===== src/rtl/sign_mag_to_bcd.sv =====
// Sign-magnitude to packed BCD converter (sequential double-dabble).
// One magnitude bit is consumed per clock in OP; the result is held in the
// working registers until the next accepted start.
// Build option: define SM_NEGZERO_CLR_EN to report -0 as +0.
`timescale 1ns/1ps
module sign_mag_to_bcd #(
  parameter int unsigned WIDTH  = 8,
  parameter int unsigned DIGITS = 3
) (
  input  logic                  clk,
  input  logic                  reset,
  input  logic                  start,
  input  logic [WIDTH-1:0]      din,
  output logic                  ready,
  output logic                  done_tick,
  output logic                  sign,
  output logic [4*DIGITS-1:0]   bcd
);

  // Counter must hold WIDTH-1; WIDTH-1 < 2^clog2(WIDTH) always.
  localparam int unsigned CntW = $clog2(WIDTH);

  typedef enum logic [1:0] {StIdle, StOp, StDone} state_e;

  state_e                state_q, state_d;
  logic [4*DIGITS-1:0]   bcd_q, bcd_d;
  logic [WIDTH-2:0]      mag_q, mag_d;
  logic                  sign_q, sign_d;
  logic [CntW-1:0]       cnt_q, cnt_d;
  logic [4*DIGITS-1:0]   bcd_adj;
  logic                  sign_in;

`ifdef SM_NEGZERO_CLR_EN
  // A zero magnitude always reports positive.
  assign sign_in = din[WIDTH-1] & (|din[WIDTH-2:0]);
`else
  assign sign_in = din[WIDTH-1];
`endif

  // Add-3 correction: any digit >= 5 gets +3 before the shift.
  always_comb begin
    bcd_adj = bcd_q;
    for (int i = 0; i < int'(DIGITS); i++) begin
      if (bcd_q[4*i +: 4] >= 4'd5) begin
        bcd_adj[4*i +: 4] = bcd_q[4*i +: 4] + 4'd3;
      end
    end
  end

  // Next-state logic for the FSM and the working registers.
  always_comb begin
    state_d = state_q;
    bcd_d   = bcd_q;
    mag_d   = mag_q;
    sign_d  = sign_q;
    cnt_d   = cnt_q;
    unique case (state_q)
      StIdle: begin
        if (start) begin
          mag_d   = din[WIDTH-2:0];
          sign_d  = sign_in;
          bcd_d   = '0;
          cnt_d   = CntW'(WIDTH - 1);
          state_d = StOp;
        end
      end
      StOp: begin
        bcd_d = {bcd_adj[4*DIGITS-2:0], mag_q[WIDTH-2]};
        mag_d = {mag_q[WIDTH-3:0], 1'b0};
        cnt_d = cnt_q - CntW'(1);
        // Last iteration is the one performed while the counter reads 1.
        if (cnt_q == CntW'(1)) begin
          state_d = StDone;
        end
      end
      StDone: begin
        state_d = StIdle;
      end
      default: begin
        state_d = StIdle;
      end
    endcase
  end

  // State and working registers with synchronous reset.
  always_ff @(posedge clk) begin
    if (reset) begin
      state_q <= StIdle;
      bcd_q   <= '0;
      mag_q   <= '0;
      sign_q  <= 1'b0;
      cnt_q   <= '0;
    end else begin
      state_q <= state_d;
      bcd_q   <= bcd_d;
      mag_q   <= mag_d;
      sign_q  <= sign_d;
      cnt_q   <= cnt_d;
    end
  end

  assign ready     = (state_q == StIdle);
  assign done_tick = (state_q == StDone);
  assign sign      = sign_q;
  assign bcd       = bcd_q;

endmodule


===== config.mk =====
export PLATFORM = sky130hd
export DESIGN_NAME = sign_mag_to_bcd
export DESIGN_NICKNAME = d
export VERILOG_FILES = /design/src/rtl/sign_mag_to_bcd.sv
export SDC_FILE = /design/constraint.sdc
export NUM_CORES = 1
export LEC_CHECK = 0
export CAP_MARGIN = 15
export CORE_UTILIZATION = 30
export DETAILED_ROUTE_END_ITERATION = 7
export HOLD_SLACK_MARGIN = 0.03
export PLACE_DENSITY = 0.59
export SLEW_MARGIN = 10
export SYNTH_ARGS = -nofsm -noshare
export SYNTH_HDL_FRONTEND = slang
export SYNTH_SLANG_ARGS = --single-unit

===== constraint.sdc =====
create_clock -name clk -period 3.7 [get_ports clk]
set_clock_uncertainty 0.2 [all_clocks]
set_input_delay 0.74 -clock clk [delete_from_list [all_inputs] [get_ports clk]]
set_output_delay 0.74 -clock clk [all_outputs]
set_load 0.02 [all_outputs]

==> results of run 1 <==
## synthesized netlist by cell type, drive strengths merged (2+ instances only)
| cell type | count | share of area |
|---|---|---|
| a21oi | 8 | 0.032 |
| ha | 8 | 0.080 |
| xnor2 | 3 | 0.021 |
| nand2 | 14 | 0.042 |
| xor2 | 2 | 0.014 |
| a221oi | 2 | 0.024 |
| a311oi | 7 | 0.069 |
| mux2i | 3 | 0.024 |
| buf | 5 | 0.034 |
| inv | 9 | 0.027 |
| nor3 | 3 | 0.012 |
| nand3 | 4 | 0.016 |
| dfxtp | 25 | 0.40 |
| nand2b | 4 | 0.020 |
| o21ai | 6 | 0.024 |
| nor2 | 17 | 0.061 |
| a22o | 8 | 0.056 |
## final timing paths
kind / start / endpoint / cells past startpoint
setup / recovery: state_q[0] / ready / 2
setup reg to reg: state_q[0] / mag_q[1] / 3
hold / removal: sign / sign / 2
hold reg to reg: sign / sign / 2
## tightest hold or removal path, delay by kind of cell (launching register included)
family             cells  cell delay (ps)
AOI/OAI and AO/OA      1               60
DFF                    1              320
and+or+nand+nor        1               50
## metal layers
| metal | wire length, um | vias up | global-route usage |
|---|---|---|---|
| li1 | - | 524 | - |
| met5 | 0 | - | 0 |
| met2 | 1252 | 15 | 0.2222 |
| met3 | 76 | 4 | 0.02055 |
| met1 | 1229 | 481 | 0.1588 |
| met4 | 36 | 0 | 0.05851 |
## registers in the layout (all words and copies together) (netlist names)
register / count
state_q: 2
cnt_q: 3
mag_q: 7
sign: 1
bcd: 12
## power by group
group / internal, mW / total, mW / switching [mW]
Sequential: 0.283 / 0.292 / 0.00937
Combinational: 0.0365 / 0.0844 / 0.0479
Clock: 0.0756 / 0.168 / 0.0922
Total: 0.395 / 0.544 / 0.149
## layout make-up
class / instances / area [um^2] / share of cell area
Clock buffer: 3 / 41.29 / 0.02623
Sequential cell: 25 / 500.5 / 0.3180
Inverter: 9 / 33.78 / 0.02146
Clock inverter: 1 / 5.005 / 0.003180
Tap cell: 50 / 62.56 / 0.03975
Multi-Input combinational cell: 96 / 673.1 / 0.4277
Timing Repair Buffer: 26 / 257.7 / 0.1638
## per-stage QoR
step | area, um^2 | power, mW | worst slack, ps
global route | 1574 | 0.5681 | 1130
CTS | 1574 | 0.5475 | 1223
global placement | 1528 | 0.3814 | 1277
detailed placement | 1528 | 0.3834 | 1242
finish | 1574 | 0.5444 | 1218
floorplan | 1254 | 0.3604 | 1985
## cells in the final DEF (no fill, tap or decap), drive strengths merged, types with 3 or more instances in the layout
cell type / count
xnor2: 3
nor2: 17
clkdlybuf4s50: 25
o21ai: 6
a21oi: 8
nor3: 3
nand2: 14
clkbuf: 3
dfxtp: 25
nand3: 4
nand2b: 4
mux2i: 3
a311oi: 7
ha: 8
inv: 9
a22o: 8
## logic make-up (layout without fill, tap and decap cells)
kind of cell / after synthesis / after routing / synth area share
muxes: 3 / 3 / 0.02395
and+or+nand+nor: 47 / 47 / 0.1806
DFF: 25 / 25 / 0.3992
xor gates and xnor gates: 5 / 5 / 0.03494
adders and majority gates: 8 / 8 / 0.07984
AOI/OAI and AO/OA: 33 / 33 / 0.2176
buffers and inverters: 15 / 39 / 0.06386
==> impl_metrics.py, run 1 <==
metrics = {
    "status": {
        "status": "complete, no violations",
    },
    "yosys": {
        "yosysSeqAreaShare": 0.3992,
        "synth_fp_nets": 155,
        "syn_area_mm2": 0.001254,
        "synth-edff-count": 0,
        "async_flop_share": 0,
        "yosysWarningCount": 0,
        "synth_ff_type": "dfxtp_1",
        "yosysUniqueCellTypes": 30,
        "synth_cells": 136,
        "postSynthAreaPerCell_um2": 9.218,
        "synth-seq-cells": 25,
    },
    "final_layout": {
        "syn2layout_area_growth_pct": 25.55,
        "stdcell_count": 210,
        "nets": 180,
        "fillers": 400,
        "antennaDiodeCount": 0,
        "drive_gt1_frac": 0.1000,
        "utilization": 0.3935,
    },
    "clock_tree": {
        "clk_latency_ps": 280,
        "clock_path_buffers": 2,
        "cts.clk_slew.worst_paths_ps": 90,
        "cts_resized": 0,
        "postCtsSetupBuffers": 0,
        "cts_tree": "built",
        "cts.sinks": 25,
        "h-tree-depth": 1,
        "holdBufCountCts": 0,
        "clock-root-buffer": "clkbuf_8",
        "numCtsBuffers": 3,
    },
    "placement": {
        "placed_cells": 206,
        "port_buffers": 25,
        "gp_congestion": 0.7310,
        "hpwl_um": 1850,
    },
    "global_route": {
        "grt_overflow": 0,
        "grt_pass1_vias": 982,
        "track_usage": 0.1303,
        "antenna_found_initial": 0,
        "grt_max_degree": 19,
        "grt_pass1_wl_um": 4367,
    },
    "critical_path": {
        "end_kind": "output port",
        "crit_path_start_kind": "register",
        "path_cells": "nor2_1 > clkdlybuf4s50_1",
        "path_delay_family": "buffers and inverters",
        "worst-path-max-fanout": 7,
        "arrival_ps": 1540,
        "slowest_stage": "clkdlybuf4s50_1",
        "rrSetupSlack_ps": 1960,
        "crit_buf_inv": 1,
        "path_class": "reg2out",
        "crit_path_max_incr_delay_ps": 640,
        "crit_required_ps": 2760,
    },
    "routing": {
        "dr.pass1.iters": 3,
        "routed_wl_um": 2595,
        "via_per_inst": 4.876,
        "wl_per_cell_um": 12.36,
        "drtAntennaViolNets": 0,
        "drc_errors": 0,
        "vias": 1024,
        "drtIter0Drc": 22,
    },
    "timing": {
        "rsz0062_at_grt": "no",
        "finalCriticalPeriod_ps": 2482,
        "fmax_mhz": 402.9,
        "slew_headroom": 0.6266,
        "worstMarginPinSlew_ps": 557.5,
        "whs_ps": 268.1,
        "final_hold_viol_count": 0,
        "setup-tns-final_ps": 0,
        "fin_crit_sh": 0.6709,
        "finalSetupViolCount": 0,
        "finalMaxSlewViolations": 0,
    },
    "floorplan": {
        "die_w_um": 66.65,
        "ios": 26,
        "core_mm2": 0.004000,
        "die_y_um": 66.65,
        "start_util": 0.3134,
        "placementRows": 23,
        "dieArea_mm2": 0.004442,
    },
    "power_and_ir_drop": {
        "p_per_area_mw_per_mm2": 345.8,
        "ir_worst_vdd_v": 0.0001564,
        "p_leak_nw": 0.6023,
    },
    "flow_run": {
        "maxCapViolCount": 0,
    },
    "min_path": {
        "hold_class": "reg2reg",
    },
}
Note: power is estimated with default switching activity, not from simulation.
==> run 2: changes to the inputs <==
==> constraint.sdc (replaced) <==
create_clock -name clk -period 2.5 [get_ports clk]
set_clock_uncertainty 0.2 [all_clocks]
set_input_delay 0.5 -clock clk [delete_from_list [all_inputs] [get_ports clk]]
set_output_delay 0.5 -clock clk [all_outputs]
set_load 0.02 [all_outputs]
==> impl_metrics.py, run 2 (synthesized netlist as in run 1, its figures left out) <==
metrics = {
    "clock_tree": {
        "cts.sinks": 25,
        "cts_tree": "built",
        "h-tree-depth": 1,
        "clk_latency_ps": 270,
        "holdBufCountCts": 0,
        "cts.clk_slew.worst_paths_ps": 90,
        "cts_resized": 0,
        "clock-root-buffer": "clkbuf_8",
        "numCtsBuffers": 3,
        "clock_path_buffers": 2,
        "postCtsSetupBuffers": 0,
    },
    "global_route": {
        "grt_overflow": 0,
        "track_usage": 0.1285,
        "grt_pass1_vias": 983,
        "grt_max_degree": 16,
        "top_usage_layer": "met2",
        "use_met1": 0.1527,
        "grt_pass1_wl_um": 4326,
        "antenna_found_initial": 0,
        "met3_usage": 0.02568,
        "grtUsageMet2": 0.2210,
    },
    "final_layout": {
        "stdcell_count": 212,
        "layout_common_cells": "dfxtp_1, clkdlybuf4s50_1, nor2_1, nand2_1, inv_1",
        "largest_reg_flops": 12,
        "antennaDiodeCount": 0,
        "drive_gt1_frac": 0.1049,
        "syn2layout_area_growth_pct": 26.65,
        "design_area_mm2": 0.001588,
        "utilization": 0.3969,
        "nets": 182,
    },
    "critical_path": {
        "startpoint": "state_q[0]",
        "r2r_end": "mag_q[1]",
        "worst-path-max-fanout": 7,
        "ff2ff_path_depth": 3,
        "crit_end": "ready",
        "arrival_ps": 1550,
        "crit_path_start_kind": "register",
        "end_kind": "output port",
        "path_class": "reg2out",
        "rrSetupSlack_ps": 810,
        "rr_startpoint": "state_q[0]",
        "crit_required_ps": 1800,
    },
    "timing": {
        "fmax_mhz": 444.5,
        "setup-tns-final_ps": 0,
        "finalMaxSlewViolations": 0,
        "fin_crit_sh": 0.8998,
        "whs_ps": 263.2,
        "rsz0062_at_grt": "no",
        "slew_headroom": 0.6576,
        "finalSetupViolCount": 0,
        "finalCriticalPeriod_ps": 2249,
        "final_hold_viol_count": 0,
        "worstMarginPinSlew_ps": 511.3,
    },
    "min_path": {
        "hold_class": "reg2reg",
    },
    "placement": {
        "placed_cell_area_mm2": 0.001543,
        "gp_congestion": 0.8167,
        "hpwl_um": 1872,
        "placed_cells": 208,
        "port_buffers": 25,
    },
    "routing": {
        "drtIter0Drc": 35,
        "drc_errors": 0,
        "dr.pass1.iters": 4,
        "vias": 1050,
        "routed_wl_um": 2538,
        "drtAntennaViolNets": 0,
        "wl_per_cell_um": 11.97,
        "via_per_inst": 4.953,
    },
    "floorplan": {
        "dieArea_mm2": 0.004442,
        "die_w_um": 66.65,
        "ios": 26,
        "die_y_um": 66.65,
        "start_util": 0.3134,
        "core_mm2": 0.004000,
        "placementRows": 23,
    },
    "flow_run": {
        "maxCapViolCount": 0,
    },
    "power_and_ir_drop": {
        "p_leak_nw": 0.6094,
        "p_per_area_mw_per_mm2": 507.7,
        "ir_worst_vdd_v": 0.0002084,
    },
    "status": {
        "status": "complete, no violations",
    },
}
run 2: cell types whose count changed in the layout (fill, tap and decap cells not counted):
cell	change
buf_4	+2
clkbuf_1	+1
clkinv_2	-1
run 2: layout make-up:
type / count / area (um^2)
timing repair buffer: 28 / 272.8
sequential: 25 / 500.5
multi-input combinational: 96 / 673.1
inverter: 9 / 33.78
clock buffer: 4 / 45.04
tap: 50 / 62.56
fill: 397 / 2412
run 2: critical path: stages (launching register included):
cell,delay (ps)
dfxtp_1,400
nor2_1,240
clkdlybuf4s50_1,650
run 2: where the power goes:
part | leakage, nW | internal [mW] | total [mW] | switching, mW
logic | 0.382 | 0.0576 | 0.130 | 0.0721
registers | 0.204 | 0.419 | 0.433 | 0.0141
clock network | 0.0228 | 0.114 | 0.244 | 0.130
run 2: layer usage:
metal,routed length [um],vias up,part of all wire
met4,36,0,0.014
met5,0,-,0
met3,75,4,0.030
met2,1226,19,0.48
met1,1199,500,0.47
li1,-,527,-
run 2: how the worst min path moves through the flow:
stage	from	end	slack, ps	depth (start not counted)
6_report	sign	sign	260	2
5_1_grt	sign	sign	280	2
4_1_cts	sign	sign	270	2
3_5_place_dp	sign	sign	250	2
3_3_place_gp	sign	sign	250	2
2_1_floorplan	mag_q[0]	mag_q[0]	250	2
run 2: metrics by stage:
| stage | power, mW | setup WS (ps) |
|---|---|---|
| final | 0.8062 | 250.5 |
| after global routing | 0.8456 | 186.5 |
| after CTS | 0.8139 | 253.3 |
| after detailed placement | 0.5728 | 408.5 |
| after global placement | 0.5673 | 485.5 |
| after floorplan | 0.5333 | 785.3 |
==> run 3: changes to the inputs <==
--- a/config.mk
+++ b/config.mk
@@ -5,7 +5,7 @@
 export SDC_FILE = /design/constraint.sdc
 export NUM_CORES = 1
 export LEC_CHECK = 0
-export CAP_MARGIN = 15
+export CAP_MARGIN = 10
 export CORE_UTILIZATION = 30
 export DETAILED_ROUTE_END_ITERATION = 7
 export HOLD_SLACK_MARGIN = 0.03
==> results of run 3 <==
The final DEF is identical to that of run 2; final timing and power are the same.
